--- config.mk ---
export PLATFORM = sky130hd
export DESIGN_NAME = mod10_ctrl_arb
export DESIGN_NICKNAME = d
export VERILOG_FILES = /design/src/rtl/mod10_pkg.sv /design/src/rtl/mod10_rr_arb.sv /design/src/rtl/mod10_ctrl_arb.sv
export SDC_FILE = /design/constraint.sdc
export NUM_CORES = 1
export LEC_CHECK = 0
export ABC_AREA = 1
export CAP_MARGIN = 0
export CORE_ASPECT_RATIO = 0.8
export CORE_MARGIN = 5
export CORE_UTILIZATION = 30
export CTS_BUF_LIST = sky130_fd_sc_hd__clkbuf_2 sky130_fd_sc_hd__clkbuf_4 sky130_fd_sc_hd__clkbuf_8
export DETAILED_ROUTE_END_ITERATION = 10
export PLACE_DENSITY = 0.54
export SYNTH_ARGS = -nofsm -noshare
export SYNTH_HDL_FRONTEND = slang
export SYNTH_HIERARCHICAL = 1
export SYNTH_SLANG_ARGS = --single-unit
--- constraint.sdc ---
create_clock -name clock -period 4.1 [get_ports clock]
set_input_delay 0.615 -clock clock [delete_from_list [all_inputs] [get_ports clock]]
set_output_delay 0.615 -clock clock [all_outputs]
set_load 0.02 [all_outputs]
--- src/rtl/mod10_pkg.sv ---
// Shared types and constants for the mod-10 counter controller and its arbiter.
package mod10_pkg;

    typedef enum logic [1:0] {
        IDLE  = 2'd0,
        LOAD  = 2'd1,
        RUN   = 2'd2,
        CHECK = 2'd3
    } state_e;

    localparam int unsigned MOD     = 10;
    localparam logic [3:0]  MAX_VAL = 4'd9;

    // Value a mod-10 counter reaches from data after len steps; len is at most 8 bits wide.
    function automatic logic [3:0] mod10_expected(input logic [3:0] data,
                                                  input logic [7:0] len,
                                                  input logic       up);
        logic [3:0] step;
        logic [4:0] sum;
        step = 4'(len % 8'd10);
        if (up) begin
            sum = {1'b0, data} + {1'b0, step};
        end else begin
            sum = {1'b0, data} + 5'd10 - {1'b0, step};
        end
        if (sum >= 5'(MOD)) begin
            sum = sum - 5'(MOD);
        end else begin
            sum = sum;
        end
        return sum[3:0];
    endfunction

endpackage

--- src/rtl/mod10_rr_arb.sv ---
// Two-way round-robin grant with a priority pointer that flips to the requester not served last.
module mod10_rr_arb (
    input  logic       clock,
    input  logic       rst,
    input  logic       en_i,
    input  logic [1:0] valid_i,
    output logic [1:0] grant_o
);

    // ptr_q = 0 gives requester 0 priority on contention
    logic ptr_q;

    // Grant decode: single valid wins outright, contention follows the pointer
    always_comb begin
        if (!en_i) begin
            grant_o = 2'b00;
        end else if (valid_i == 2'b11) begin
            grant_o = ptr_q ? 2'b10 : 2'b01;
        end else begin
            grant_o = valid_i;
        end
    end

    // Pointer update on every grant
    always_ff @(posedge clock) begin
        if (rst) begin
            ptr_q <= 1'b0;
        end else if (grant_o != 2'b00) begin
            ptr_q <= ~grant_o[1];
        end
    end

endmodule

--- src/rtl/mod10_ctrl_arb.sv ---
// Run-length controller for an external mod-10 counter shared by two requesters.
// Build option: define MOD10_CTRL_ARB_CHECK_EN to compare the counter result against the expected value.
module mod10_ctrl_arb
    import mod10_pkg::*;
#(
    parameter int unsigned LEN_W = 4
) (
    input  logic             clock,
    input  logic             rst,
    input  logic             req0_valid,
    output logic             req0_ready,
    input  logic             req0_mode,
    input  logic [3:0]       req0_data,
    input  logic [LEN_W-1:0] req0_len,
    input  logic             req1_valid,
    output logic             req1_ready,
    input  logic             req1_mode,
    input  logic [3:0]       req1_data,
    input  logic [LEN_W-1:0] req1_len,
    output logic             cnt_load,
    output logic             cnt_mode,
    output logic [3:0]       cnt_data_in,
    input  logic [3:0]       cnt_data_out,
    output logic             done0,
    output logic             done1,
    output logic [3:0]       result,
    output logic             mismatch,
    output logic             range_err,
    output logic             busy,
    output logic             owner
);

    state_e           state_q, state_d;
    logic [LEN_W-1:0] len_q, run_cnt_q, run_cnt_d;
    logic [3:0]       data_q, result_q;
    logic             mode_q, owner_q, cnt_mode_q, mismatch_q, range_err_q;
    logic [1:0]       done_q;

    logic             arb_en_s, hs_s, sel_idx_s, sel_mode_s, sel_bad_s, chk_mismatch_s;
    logic [1:0]       grant_s;
    logic [3:0]       sel_data_s;
    logic [LEN_W-1:0] sel_len_s;

    assign arb_en_s = (state_q == IDLE) && !rst;

    mod10_rr_arb u_arb (
        .clock   (clock),
        .rst     (rst),
        .en_i    (arb_en_s),
        .valid_i ({req1_valid, req0_valid}),
        .grant_o (grant_s)
    );

    assign req0_ready = grant_s[0];
    assign req1_ready = grant_s[1];

    // Mux the granted requester's command and flag out-of-range load values
    always_comb begin
        hs_s      = grant_s[0] | grant_s[1];
        sel_idx_s = grant_s[1];
        if (grant_s[1]) begin
            sel_data_s = req1_data;
            sel_mode_s = req1_mode;
            sel_len_s  = req1_len;
        end else begin
            sel_data_s = req0_data;
            sel_mode_s = req0_mode;
            sel_len_s  = req0_len;
        end
        sel_bad_s = hs_s && (sel_data_s > MAX_VAL);
    end

`ifdef MOD10_CTRL_ARB_CHECK_EN
    logic [3:0] expected_s;
    assign expected_s     = mod10_expected(data_q, 8'(len_q), mode_q);
    assign chk_mismatch_s = (cnt_data_out != expected_s);
`else
    assign chk_mismatch_s = 1'b0;
`endif

    // State and run-length counter registers
    always_ff @(posedge clock) begin
        if (rst) begin
            state_q   <= IDLE;
            run_cnt_q <= '0;
        end else begin
            state_q   <= state_d;
            run_cnt_q <= run_cnt_d;
        end
    end

    // Next-state logic; a rejected (out-of-range) command never leaves IDLE
    always_comb begin
        state_d   = state_q;
        run_cnt_d = run_cnt_q;
        case (state_q)
            IDLE: begin
                if (hs_s && !sel_bad_s) begin
                    state_d = LOAD;
                end else begin
                    state_d = IDLE;
                end
            end
            LOAD: begin
                if (len_q == '0) begin
                    state_d = CHECK;
                end else begin
                    state_d   = RUN;
                    run_cnt_d = len_q;
                end
            end
            RUN: begin
                run_cnt_d = run_cnt_q - LEN_W'(1'b1);
                if (run_cnt_q <= LEN_W'(1'b1)) begin
                    state_d = CHECK;
                end else begin
                    state_d = RUN;
                end
            end
            CHECK:   state_d = IDLE;
            default: state_d = IDLE;
        endcase
    end

    // Counter-side outputs decoded from the current state
    always_comb begin
        cnt_load    = 1'b0;
        cnt_data_in = 4'd0;
        busy        = 1'b1;
        case (state_q)
            IDLE: busy = 1'b0;
            LOAD: begin
                cnt_load    = 1'b1;
                cnt_data_in = data_q;
            end
            RUN:     busy = 1'b1;
            CHECK:   busy = 1'b1;
            default: busy = 1'b0;
        endcase
    end

    // Command capture, completion pulses and sticky status
    always_ff @(posedge clock) begin
        if (rst) begin
            data_q      <= 4'd0;
            mode_q      <= 1'b0;
            len_q       <= '0;
            owner_q     <= 1'b0;
            cnt_mode_q  <= 1'b0;
            result_q    <= 4'd0;
            mismatch_q  <= 1'b0;
            range_err_q <= 1'b0;
            done_q      <= 2'b00;
        end else begin
            done_q <= 2'b00;
            if (hs_s) begin
                data_q  <= sel_data_s;
                mode_q  <= sel_mode_s;
                len_q   <= sel_len_s;
                owner_q <= sel_idx_s;
            end
            // cnt_mode only follows commands that actually reach the counter
            if (hs_s && !sel_bad_s) begin
                cnt_mode_q <= sel_mode_s;
            end
            if (sel_bad_s) begin
                done_q      <= sel_idx_s ? 2'b10 : 2'b01;
                range_err_q <= 1'b1;
                mismatch_q  <= 1'b0;
            end else if (state_q == CHECK) begin
                done_q      <= owner_q ? 2'b10 : 2'b01;
                result_q    <= cnt_data_out;
                mismatch_q  <= chk_mismatch_s;
                range_err_q <= 1'b0;
            end
        end
    end

    assign cnt_mode  = cnt_mode_q;
    assign done0     = done_q[0];
    assign done1     = done_q[1];
    assign result    = result_q;
    assign mismatch  = mismatch_q;
    assign range_err = range_err_q;
    assign owner     = owner_q;

endmodule

==> results.cfg, run 1 <==
[outcome]
status = finished clean

[clock_tree]
cts_inserted_buffers = 3
cts_buffer_depth = 2
postCtsSetupRepairBufs = 0
clk_latency_ns = 0.26
cts-root-buf = clkbuf_8
htreeDepth = 1
cts.hold.buffers_added = 0
cts_tree = built
path_clk_slew_ns = 0.09
ctsResizeCount = 0
clock_sinks = 24

[synth]
synth_common_cells = nand2_1, inv_1, dfxtp_1
synth.distinct_cells = 25
ys_ff_latch = 24
syn_inst = 199
synth_flop_cell = dfxtp_1
syn_nets = 232
synth_area_leaders = dfxtp_1, nand2_1, inv_1
synth_top_area_frac = 0.361
yosysSeqAreaShare = 0.361
synth_enable_flop_cells = 0
synth_warnings = 6
avgSynthCellArea_um2 = 6.69
synth_top_area_cell = dfxtp_1
synth-async-reset-ratio = 0
synth_most_common_cell = nand2_1
syn_area_mm2 = 0.00133

[timing]
fin_hold_ws_ns = 0.472
fin_worst_skew_ns = 0.00603
drv_slew = 0
fin_tns_setup_ns = 0
worstMarginPinSlew_ns = 0.505
min_period_ns = 3.08
finalSetupViolations = 0
fin_crit_sh = 0.751
fmax_ghz = 0.325
final-hold-violation-count = 0
slew_headroom = 0.663
final.setup.worst_slack_ns = 1.02
rsz0062_at_grt = no

[grt]
grt_pass1_wl_mm = 5.40
grt_antenna_before_repair = 0
grt_max_degree = 17
grtUsageTotal = 0.110
overflow = 0
grt_pass1_vias = 1164

[setup_path]
cp_slowest_cell = clkdlybuf4s50_1
crit_top_cell = clkdlybuf4s50_1
end_kind = primary output
crit_path_max_incr_delay_ns = 0.67
crit_path_start = rst
worstSetupPathDepth = 5
regToRegStartpoint = state_q[0]$_SDFF_PP0_
r2r_end = result[2]$_SDFFE_PP0P_
crit_end = req0_ready
path_delay_family = buffers and inverters
cp.arrival_ns = 2.47
cp-start-kind = input port
path_class = input port to primary output
cp_cell_sequence = clkdlybuf4s50_1 > nor2_1 > nand2_1 > a21oi_1 > clkdlybuf4s50_1
cp_max_fo = 10
rrSetupSlack_ns = 2.05
worst-path-buf-inv = 2
r2r_cells = 13
required_ns = 3.48

[pwr]
p_leak_nw = 0.867
p_per_area_mw_per_mm2 = 510
ir_worst_vdd_mv = 0.163

[routing]
drt-initial-drc-count = 25
routedWlPerCell_um = 10.5
antenna_left = 0
dr.pass1.iters = 4
drc = 0
vias_per_cell = 4.27
vias = 1269
wl_mm = 3.13

[floorplan]
rows = 21
initial_core_util = 0.315
chipWidth_um = 84.5
die_area_mm2 = 0.00588
io_pins = 44
core_mm2 = 0.00423
die_height_um = 69.6

[finish]
seqCellArea_um2 = 480
drive_gt1_frac = 0.0708
diodes = 0
final_net_count = 274
fill_cells = 469
area_growth_pct = 39.6
multi_input_area_um2 = 668

[min_path]
min-delay-start = range_err$_SDFFE_PP0P_
min_path_type = flop to flop

[placement]
gp_congestion = 0.726
dp_slack_ns = 1.03
hpwl_mm = 2.45
port_buffers = 42

[job]
max_cap_violations = 0
[how the worst min path moves through the flow]
| stage | to | cells past startpoint |
|---|---|---|
| 6_report | range_err$_SDFFE_PP0P_ | 2 |
| 5_1_grt | range_err$_SDFFE_PP0P_ | 2 |
| 4_1_cts | range_err$_SDFFE_PP0P_ | 2 |
| 3_5_place_dp | range_err$_SDFFE_PP0P_ | 2 |
| 3_3_place_gp | range_err$_SDFFE_PP0P_ | 2 |
| 2_1_floorplan | run_cnt_q[2]$_SDFFE_PP0P_ | 2 |
[through the flow]
stage / instance area [um^2] / power [W] / util / instances
global route: 1860 / 0.00103 / 0.439 / 297
CTS: 1860 / 0.000961 / 0.439 / 297
global placement: 1790 / 0.000754 / 0.422 / 293
detailed placement: 1790 / 0.000752 / 0.422 / 293
finish: 1860 / 0.000948 / 0.439 / 297
floorplan: 1330 / 0.000613 / - / 199
[worst min-delay path, stage by stage (launching register included)]
cell and delay, ns:
dfxtp_1 0.32, nand2_1 0.06, a21oi_1 0.05
[report_power, final]
| part | internal [W] | total [W] | switching [W] |
|---|---|---|---|
| clock | 0.000130 | 0.000204 | 0.0000739 |
| sequential | 0.000285 | 0.000318 | 0.0000336 |
| combinational | 0.000177 | 0.000426 | 0.000249 |
| total | 0.000592 | 0.000948 | 0.000356 |
[per-layer routing]
metal | vias up | global-route usage | part of all wire
met5 | - | 0 | 0
met1 | 541 | 0.154 | 0.53
met4 | 0 | 0.0264 | 0.0061
li1 | 695 | - | -
met3 | 2 | 0.0404 | 0.081
met2 | 31 | 0.161 | 0.39
[cell usage in the layout (no fill, tap or decap), types with 2 or more instances in the layout]
cell              n
a21oi_1          15
nand2_1          53
nor2_2            2
nor2_1           15
inv_1            36
clkdlybuf4s50_1  42
clkbuf_8          3
o21ai_0           8
ha_1              7
a21oi_2           3
nand3_1          16
dfxtp_1          24
nand2_2           3
nand3_2           2
[cells by family (layout without fill, tap and decap cells)]
family / Yosys count / after routing / share of synthesized area
fa+ha+maj: 7 / 7 / 0.0658
buf+inv: 43 / 84 / 0.137
flops: 24 / 24 / 0.361
simple gates: 94 / 94 / 0.305
other cells: 1 / 1 / 0.00282
compound gates: 30 / 30 / 0.129
[state kept, by name (all words and copies together), names as in the netlist]
| name | flops |
|---|---|
| cnt_mode | 1 |
| data_q | 4 |
| done_q | 2 |
| len_q | 4 |
| owner | 1 |
| range_err | 1 |
| result | 4 |
| run_cnt_q | 4 |
| state_q | 2 |
| u_arb/ptr_q | 1 |
[area by class of cell]
type / instances / share of cell area
inverters: 37 / 0.0747
clock buffers: 3 / 0.0222
repair buffers: 43 / 0.230
well taps: 57 / 0.0384
multi-input cells: 132 / 0.360
flip-flops and latches: 24 / 0.259
clock inverters: 1 / 0.0162
Power figures use the tool's default switching activity.
==> inputs of run 2 (changes only) <==
PLACE_DENSITY = 0.56   (was 0.54)
clock period = 2.6 ns   (was 4.1 ns; I/O delays follow)
==> run 2 against run 1 <==
Combinational power is 60% higher. Sequential power is 58% higher. Power is 48% higher. Critical path depth is 2 higher. Worst hold slack better by 0.0032 ns. First-iteration DRC count is 28% higher.
==> results.cfg, run 2 (synthesis results as in run 1) <==
[clock_tree]
cts-root-buf = clkbuf_8
postCtsSetupRepairBufs = 0
ctsResizeCount = 0
cts_tree = built
cts_buffer_depth = 2
cts_inserted_buffers = 3
cts.hold.buffers_added = 0
htreeDepth = 1
clk_latency_ns = 0.26
clock_sinks = 24
path_clk_slew_ns = 0.09

[setup_path]
cp_slowest_cell = clkdlybuf4s50_1
crit_path_start = state_q[0]$_SDFF_PP0_
cp-start-kind = flop
end_kind = primary output
cp_max_fo = 3
cp_cell_sequence = inv_1 > ha_1 > inv_1 > nor2_1 > nand2_1 > a21oi_1 > clkdlybuf4s50_1
cp.arrival_ns = 1.92
path_class = flop to primary output
worst-path-buf-inv = 3
crit_top_cell = inv_1
regToRegStartpoint = state_q[0]$_SDFF_PP0_
crit_path_max_incr_delay_ns = 0.63
required_ns = 2.21
path_delay_family = buffers and inverters

[grt]
grt_max_degree = 17
grt_pass1_wl_mm = 5.46
overflow = 0
grtUsageTotal = 0.112
grt_pass1_vias = 1199
grt_antenna_before_repair = 0

[floorplan]
chipWidth_um = 84.5
core_mm2 = 0.00423
io_pins = 44
die_height_um = 69.6
rows = 21
initial_core_util = 0.315
die_area_mm2 = 0.00588

[pwr]
p_per_area_mw_per_mm2 = 763
switching_share = 0.405
p_leak_nw = 0.863
seqPwrFrac = 0.358
ir_worst_vdd_mv = 0.360
p_int_w = 0.000837
switchingPower_w = 0.000569
combPwrFrac = 0.485
pwr-share-clk = 0.157

[finish]
stdcell_area_mm2 = 0.00184
area_growth_pct = 38.4
final_net_count = 276
fill_cells = 459
diodes = 0
layout_commonest_cell = nand2_1
fin_util = 0.436
drive_gt1_frac = 0.0747
final_cell_mix = nand2_1, clkdlybuf4s50_1, inv_1
stdcell_count = 298

[routing]
drc = 0
wl_mm = 3.29
vias = 1273
antenna_left = 0
drt-initial-drc-count = 32
vias_per_cell = 4.27
dr.pass1.iters = 4
routedWlPerCell_um = 11.0

[placement]
port_buffers = 42
dp.cells = 295
placed_area_mm2 = 0.00180
gp_congestion = 0.765
hpwl_mm = 2.51

[timing]
slew_headroom = 0.663
worstMarginPinSlew_ns = 0.505
fin_tns_setup_ns = 0
fin_worst_skew_ns = 0.00466
fmax_ghz = 0.433
final-hold-violation-count = 0
fin_crit_sh = 0.889
rsz0062_at_grt = no
drv_slew = 0
fin_hold_ws_ns = 0.475
finalSetupViolations = 0
min_period_ns = 2.31

[outcome]
status = finished clean

[min_path]
min-delay-start = range_err$_SDFFE_PP0P_
min_path_type = flop to flop

[job]
max_cap_violations = 0
==> run 2: cell count changes in the layout (fill, tap and decap cells not counted), sizes merged <==
| cell | delta |
|---|---|
| buf | +2 |
| bufinv | -1 |
==> run 2: power groups by stage <==
stage | combinational, W | sequential (W) | clock [W]
2_1_floorplan | 0.000448 | 0.000519 | 0
3_3_place_gp | 0.000684 | 0.000513 | 0
3_5_place_dp | 0.000685 | 0.000512 | 0
4_1_cts | 0.000687 | 0.000505 | 0.000229
5_1_grt | 0.000781 | 0.000515 | 0.000242
6_report | 0.000682 | 0.000504 | 0.000220
==> run 2: final timing paths <==
kind,to,slack [ns],cells past startpoint
worst min register to register,range_err$_SDFFE_PP0P_,0.48,2
worst max-delay path,req0_ready,0.29,7
worst min-delay path,range_err$_SDFFE_PP0P_,0.48,2
worst max register to register,result[2]$_SDFFE_PP0P_,0.55,13
==> run 2: cell type report <==
cell class | instances | area (um^2) | share of cell area
multi-input combinational | 132 | 668 | 0.363
sequential | 24 | 480 | 0.261
timing repair buffer | 45 | 443 | 0.240
inverter | 37 | 139 | 0.0754
tap | 57 | 71.3 | 0.0387
clock buffer | 3 | 41.3 | 0.0224
==> run 2: layer usage <==
metal	vias up	global-route usage	wire length (um)
li1	694	-	-
met5	-	0	0
met1	542	0.163	1770
met2	35	0.161	1280
met3	2	0.0344	224
met4	0	0.0211	19
==> run 2: tightest hold or removal path, cell delays in order, from the launching register on <==
cell and delay, ns:
dfxtp_1 0.32, nand2_1 0.06, a21oi_1 0.06
==> run 2: stage by stage <==
step	power, W	setup slack [ns]
after floorplan	0.000967	0.526
after global placement	0.00120	0.388
after detailed placement	0.00120	0.395
after CTS	0.00142	0.281
after global routing	0.00154	0.0719
final	0.00141	0.288
==> inputs of run 3 (changes only) <==
CAP_MARGIN = default   (was 0)
==> results of run 3 <==
The final DEF is identical to that of run 2; final timing and power are the same.
